<file path="src/rtl/alu_lab_pkg.sv">
// Shared types and constants for the 4-bit lab ALU and its operand-entry front-end.
package alu_lab_pkg;

  localparam int unsigned DATA_W = 4;
  localparam int unsigned OP_W   = 3;

  localparam logic [OP_W-1:0] OP_ADD = 3'd0;
  localparam logic [OP_W-1:0] OP_SUB = 3'd1;
  localparam logic [OP_W-1:0] OP_NOT = 3'd2;
  localparam logic [OP_W-1:0] OP_AND = 3'd3;
  localparam logic [OP_W-1:0] OP_OR  = 3'd4;
  localparam logic [OP_W-1:0] OP_XOR = 3'd5;
  localparam logic [OP_W-1:0] OP_GT  = 3'd6;
  localparam logic [OP_W-1:0] OP_EQ  = 3'd7;

  typedef enum logic [1:0] {
    S_A    = 2'd0,
    S_B    = 2'd1,
    S_OP   = 2'd2,
    S_SHOW = 2'd3
  } stage_e;

  // One-hot LED pattern for a stage; bit index equals the state encoding.
  function automatic logic [3:0] stage_led(input stage_e s);
    return 4'b0001 << s;
  endfunction

endpackage

</file>
<file path="src/rtl/key_debounce.sv">
// Push-button conditioner: two-flop synchroniser, stability counter and a
// one-cycle registered pulse on each accepted press (debounced 1->0).
module key_debounce #(
  parameter int unsigned DEBOUNCE_CYCLES = 1000000
) (
  input  logic clk,
  input  logic rst_n,
  input  logic key_n_i,
  output logic press_o
);

  localparam int unsigned    CNT_W   = (DEBOUNCE_CYCLES > 1) ? $clog2(DEBOUNCE_CYCLES) : 1;
  localparam logic [CNT_W-1:0] CNT_MAX = CNT_W'(DEBOUNCE_CYCLES - 1);

  logic             sync1_q, sync2_q;
  logic             deb_q, deb_d;
  logic             deb_prev_q;
  logic             press_q;
  logic [CNT_W-1:0] cnt_q, cnt_d;

  always_comb begin
    // NOTE: every output of this block gets a default first so no path leaves it unassigned (no latch).
    cnt_d = cnt_q;
    deb_d = deb_q;
    if (sync2_q == deb_q) begin
      cnt_d = '0;
    end else if (cnt_q == CNT_MAX) begin
      cnt_d = '0;
      deb_d = sync2_q;
    end else begin
      cnt_d = cnt_q + 1'b1;
    end
  end

  // NOTE: state registers use non-blocking assignments so every flop samples pre-edge values.
  always_ff @(posedge clk or negedge rst_n) begin
    if (!rst_n) begin
      sync1_q    <= 1'b1;
      sync2_q    <= 1'b1;
      deb_q      <= 1'b1;
      deb_prev_q <= 1'b1;
      cnt_q      <= '0;
      press_q    <= 1'b0;
    end else begin
      sync1_q    <= key_n_i;
      sync2_q    <= sync1_q;
      deb_q      <= deb_d;
      cnt_q      <= cnt_d;
      deb_prev_q <= deb_q;
      press_q    <= deb_prev_q & ~deb_q;
    end
  end

  assign press_o = press_q;

endmodule

</file>
<file path="src/rtl/alu_operand_sequencer.sv">
// Staged operand entry for the lab ALU: enter steps A -> B -> opcode -> show,
// clear returns to A with all values zeroed. All outputs are registered.
module alu_operand_sequencer
  import alu_lab_pkg::*;
#(
  parameter int unsigned DEBOUNCE_CYCLES = 1000000,
  parameter int unsigned DATA_W          = 4
) (
  input  logic              clk,
  input  logic              rst_n,
  input  logic              key_n,
  input  logic              key_clr_n,
  input  logic [DATA_W-1:0] sw_data,
  input  logic [OP_W-1:0]   sw_op,
  output logic [DATA_W-1:0] A,
  output logic [DATA_W-1:0] B,
  output logic [OP_W-1:0]   switch,
  output logic              valid,
  output logic [3:0]        led_stage
);

  logic enter_press, clr_press;

  key_debounce #(.DEBOUNCE_CYCLES(DEBOUNCE_CYCLES)) u_key_enter (
    .clk     (clk),
    .rst_n   (rst_n),
    .key_n_i (key_n),
    .press_o (enter_press)
  );

  key_debounce #(.DEBOUNCE_CYCLES(DEBOUNCE_CYCLES)) u_key_clear (
    .clk     (clk),
    .rst_n   (rst_n),
    .key_n_i (key_clr_n),
    .press_o (clr_press)
  );

  stage_e            state_q;
  logic [DATA_W-1:0] a_q, b_q;
  logic [OP_W-1:0]   op_q;
  logic              valid_q;
  logic [3:0]        led_q;

  // Switches are static user inputs, so they are latched directly without synchronisation.
  always_ff @(posedge clk or negedge rst_n) begin
    if (!rst_n) begin
      state_q <= S_A;
      a_q     <= '0;
      b_q     <= '0;
      op_q    <= '0;
      valid_q <= 1'b0;
      led_q   <= stage_led(S_A);
    end else if (clr_press) begin
      state_q <= S_A;
      a_q     <= '0;
      b_q     <= '0;
      op_q    <= '0;
      valid_q <= 1'b0;
      led_q   <= stage_led(S_A);
    end else if (enter_press) begin
      unique case (state_q)
        S_A: begin
          a_q     <= sw_data;
          state_q <= S_B;
          led_q   <= stage_led(S_B);
        end
        S_B: begin
          b_q     <= sw_data;
          state_q <= S_OP;
          led_q   <= stage_led(S_OP);
        end
        S_OP: begin
          op_q    <= sw_op;
          valid_q <= 1'b1;
          state_q <= S_SHOW;
          led_q   <= stage_led(S_SHOW);
        end
        S_SHOW: begin
          valid_q <= 1'b0;
          state_q <= S_A;
          led_q   <= stage_led(S_A);
        end
      endcase
    end
  end

  assign A         = a_q;
  assign B         = b_q;
  assign switch    = op_q;
  assign valid     = valid_q;
  assign led_stage = led_q;

endmodule

</file>
<file path="config.mk">
export PLATFORM = sky130hd
export DESIGN_NAME = alu_operand_sequencer
export DESIGN_NICKNAME = d
export VERILOG_FILES = /design/src/rtl/alu_lab_pkg.sv /design/src/rtl/key_debounce.sv /design/src/rtl/alu_operand_sequencer.sv
export SDC_FILE = /design/constraint.sdc
export NUM_CORES = 1
export LEC_CHECK = 0
export ABC_AREA = 1
export BUFFER_PORTS_ARGS = -buffer_cell sky130_fd_sc_hd__buf_4
export CORE_MARGIN = 2
export CORE_UTILIZATION = 53
export CTS_BUF_LIST = sky130_fd_sc_hd__clkbuf_8
export DETAILED_ROUTE_END_ITERATION = 8
export GPL_TIMING_DRIVEN = 0
export PLACE_DENSITY_LB_ADDON = 0.2
export SETUP_SLACK_MARGIN = 0.2
export SLEW_MARGIN = 20
export SYNTH_ARGS = -nofsm -noshare
export SYNTH_HDL_FRONTEND = slang
export SYNTH_SLANG_ARGS = --single-unit
</file>
<file path="constraint.sdc">
create_clock -name clk -period 2.94 [get_ports clk]
set_clock_uncertainty 0.15 [all_clocks]
set_input_delay 0.294 -clock clk [delete_from_list [all_inputs] [get_ports clk]]
set_output_delay 0.294 -clock clk [all_outputs]
set_load 0.02 [all_outputs]
</file>
==> run metrics <==
busiest grt layer=met2; Post-synth EDFFs=0; max_slew headroom=45.53%; DRT Pass-1 Iters=4; max cap viols=0; simple-gate share of the synthesized area=a little under a third; largest net degree at the start of global routing=69; largest family of logic cells by synthesized area=simple AND/OR/NAND/NOR gates; post-route insts no fill=530; met3 Track Usage GR=around 5.2%; synth top area cells=dfrtp_1, nor2_1, nand2_1, dfstp_2, nand3_1; top cell type by total area after synthesis=dfrtp_1; RSZ-0062 raised after global routing=no; critical path's most frequent cell=nand3_2; Sw Pwr=406.7 uW; final setup violating endpoints=0; CTS max path bufs=2; Slew @ Worst Pin=0.8171 ns; R2R depth=6; max-slew violations=0; Max FO, Critical Path=6; drt drc=0; sequential area share after synthesis=50.07%; Reg power frac=54.6%; XOR/XNOR Fraction of Synth Area=6.145%; wire per inst=12.39 um; Sink Count=68; num rows=29; CORE AREA=6314 um2; syn avg cell area=8.384 um2; total vias in the final route=2729; total track usage=20.27%; synthesized cell area=3421 um2; initial drt markers=121; Port Buffers=26; Clk pwr share=41.9%; Placed Cells=511; leakage=1.799 nW; DIE WIDTH=84.34 um; M1 GR Usage=24.95%; Final nets=467; total negative slack=0 ns; Power Internal=around 1.3 mW; endpoints failing hold=0; slowest CP cell=dfrtp_1; Syn Nets=about 430; Synth Area in Compound Gates=2.853%; CTS tree=done; Post-synth top cells=nor2_1, nand2_1, dfrtp_1, nand3_1, inv_1; number of routed nets with antenna violations=0; post-synthesis instance total=between 400 and 500; Yosys top cell area share=43.16%; vias in the first global route=2701; Comb pwr share=3.5%; hold_ws=roughly 0.05 ns; clock period minus worst slack=1.746 ns; Starting Density=54.18%; DRT Wirelength=6.565 mm; met2 usage=between 30% and 40%; #FFs+latches synth=68; Die Y=84.34 um; Post-Synth Adder-Cell Area=2.926%; H-tree levels=3; diode count=0; Finished Core Util=62.27%; via/cell ratio=5.149; GPL Wtd Cong=0.9486; synthesis warning total=0; cell chain of the critical path=ha_1, nand3_2, nor2_2, nand3_2, nand2_1, nor2_1; mux contribution to synthesized area=around 2.6%; FMAX=572.9 MHz; Post-DP HPWL=~4.6 mm; initial antenna violation count=0; startpoint types=register; min-delay src=sw_op[0]; Post-synth ARST share=between 90% and 100%; Unique masters post-synth=24; R2R Setup Slk=1.19 ns; Clock Root Buffer=clkbuf_8; global-route wire length before repair=11.50 mm; clk_lat worst skew=0.35 ns; clk slew on worst S/H paths=0.07 ns; Worst setup EP type=register; Crit path arrival time=1.82 ns; CP Capture Point=u_key_enter.cnt_q[9]$_DFF_PN0_; period utilisation layout=59.37%; most used flip-flop cell after synthesis=dfrtp_1; DIE AREA=7113 um2; share of layout cells above drive strength 1=16.78%; kind of critical path=register to register; most common cell in the netlist=nor2_1; VDD IR max=289.9 uV; r2r endpoint=u_key_enter.cnt_q[9]$_DFF_PN0_; Sw Ratio=23.28%; P&R area growth vs syn=14.92%; total gr overflow=0; worst r2r src=u_key_enter.cnt_q[0]$_DFF_PN0_; Worst Setup SP=u_key_enter.cnt_q[0]$_DFF_PN0_; status=finished clean; ratio of total power to cell area=444.4 nW/um2; Req. time, crit path=3.02 ns; Crit path largest cell delay=around 0.4 ns; TritonCTS buffer count=9; Top Ports=27; worst hold path class=input pin to register
==> timing repair <==
item | CTS | global route
hold buffers | 3 | 0
setup buffers | 0 | 0
gates resized for setup | 0 | 0
endpoints found under the hold margin | 61 | 0
==> critical path: cells and delay by family, from the launching register on <==
kind / cells / cell delay (ns)
adders and majority gates: 1 / 0.24
DFF: 1 / 0.39
and+or+nand+nor: 5 / 0.85
==> layout by cell type, fill, tap and decap left out <==
cell	synthesis	final
o21bai_1	1	1
buf_4	0	26
buf_2	4	4
nand4_1	3	3
dfrtp_1	59	59
inv_1	40	41
ha_1	8	8
nand3b_1	2	2
nand2_2	3	3
dfstp_2	9	9
o21ai_0	9	9
nor2_4	3	3
a21oi_1	9	9
nand3_2	3	3
or2_2	2	2
clkinvlp_4	0	2
dlygate4sd3_1	0	3
nor3_1	4	4
nand3_1	43	43
clkinv_2	0	1
nor2_2	2	2
nor3_4	1	1
xor2_1	15	15
nand2_1	68	68
mux2_2	8	8
nor2_1	101	101
xnor2_1	9	9
clkbuf_8	0	12
and2_1	2	2
==> power groups by stage <==
stage          Clock [mW]  Sequential, mW  Combinational, mW
5_1_grt             0.786           0.954             0.0736
3_5_place_dp            0           0.971             0.0612
6_report            0.732           0.954             0.0617
4_1_cts             0.747           0.954             0.0648
3_3_place_gp            0           0.971             0.0599
2_1_floorplan           0           0.970             0.0260
==> layer usage <==
metal	part of all wire (%)	up-vias
met4	2.3	0
met3	3.9	15
met2	49	53
met5	0	-
met1	45	1289
li1	-	1372
==> how the worst min path moves through the flow <==
stage | endpoint | cells after the start
after floorplan | A[0]$_DFFE_PN0P_ | 0
after global placement | u_key_enter.sync2_q$_DFF_PN1_ | 0
after detailed placement | u_key_clear.sync2_q$_DFF_PN1_ | 0
after CTS | switch[0]$_DFFE_PN0P_ | 3
after global routing | switch[0]$_DFFE_PN0P_ | 3
final | switch[0]$_DFFE_PN0P_ | 3
==> registers in the layout (all words and copies together), names as in the netlist <==
register / count
state_q: 2
A: 4
switch: 3
u_key_clear.sync1_q: 1
u_key_clear.deb_q: 1
u_key_enter.deb_q: 1
u_key_clear.cnt_q: 20
B: 4
u_key_clear.deb_prev_q: 1
u_key_enter.press_o: 1
led_stage: 4
u_key_enter.sync2_q: 1
u_key_clear.sync2_q: 1
u_key_enter.cnt_q: 20
valid: 1
u_key_clear.press_o: 1
u_key_enter.deb_prev_q: 1
u_key_enter.sync1_q: 1
==> stage by stage <==
stage	area (um2)	total power [mW]	setup WS [ns]
global placement	3712	1.031	1.228
floorplan	3421	0.9960	1.460
detailed placement	3712	1.033	1.191
global route	3931	1.814	1.040
CTS	3931	1.765	1.176
finish	3931	1.747	1.194
==> final cells by class <==
cell class / instances / area [um2]
clock inverters: 4 / 23.77
clock buffers: 12 / 165.2
plain buffers: 4 / 20.02
multi-input cells: 296 / 1538
repair buffers: 29 / 225.2
well taps: 77 / 96.34
flip-flops and latches: 68 / 1713
fillers: 556 / 2382
inverters: 40 / 150.1
==> cells by family after synthesis <==
logic type / after synthesis
AOI/OAI and AO/OA: 19
adders and majority gates: 8
xor gates and xnor gates: 24
muxes: 8
and+or+nand+nor: 237
DFF: 68
buffers and inverters: 44
No activity file was read; power rests on OpenSTA's default activity.
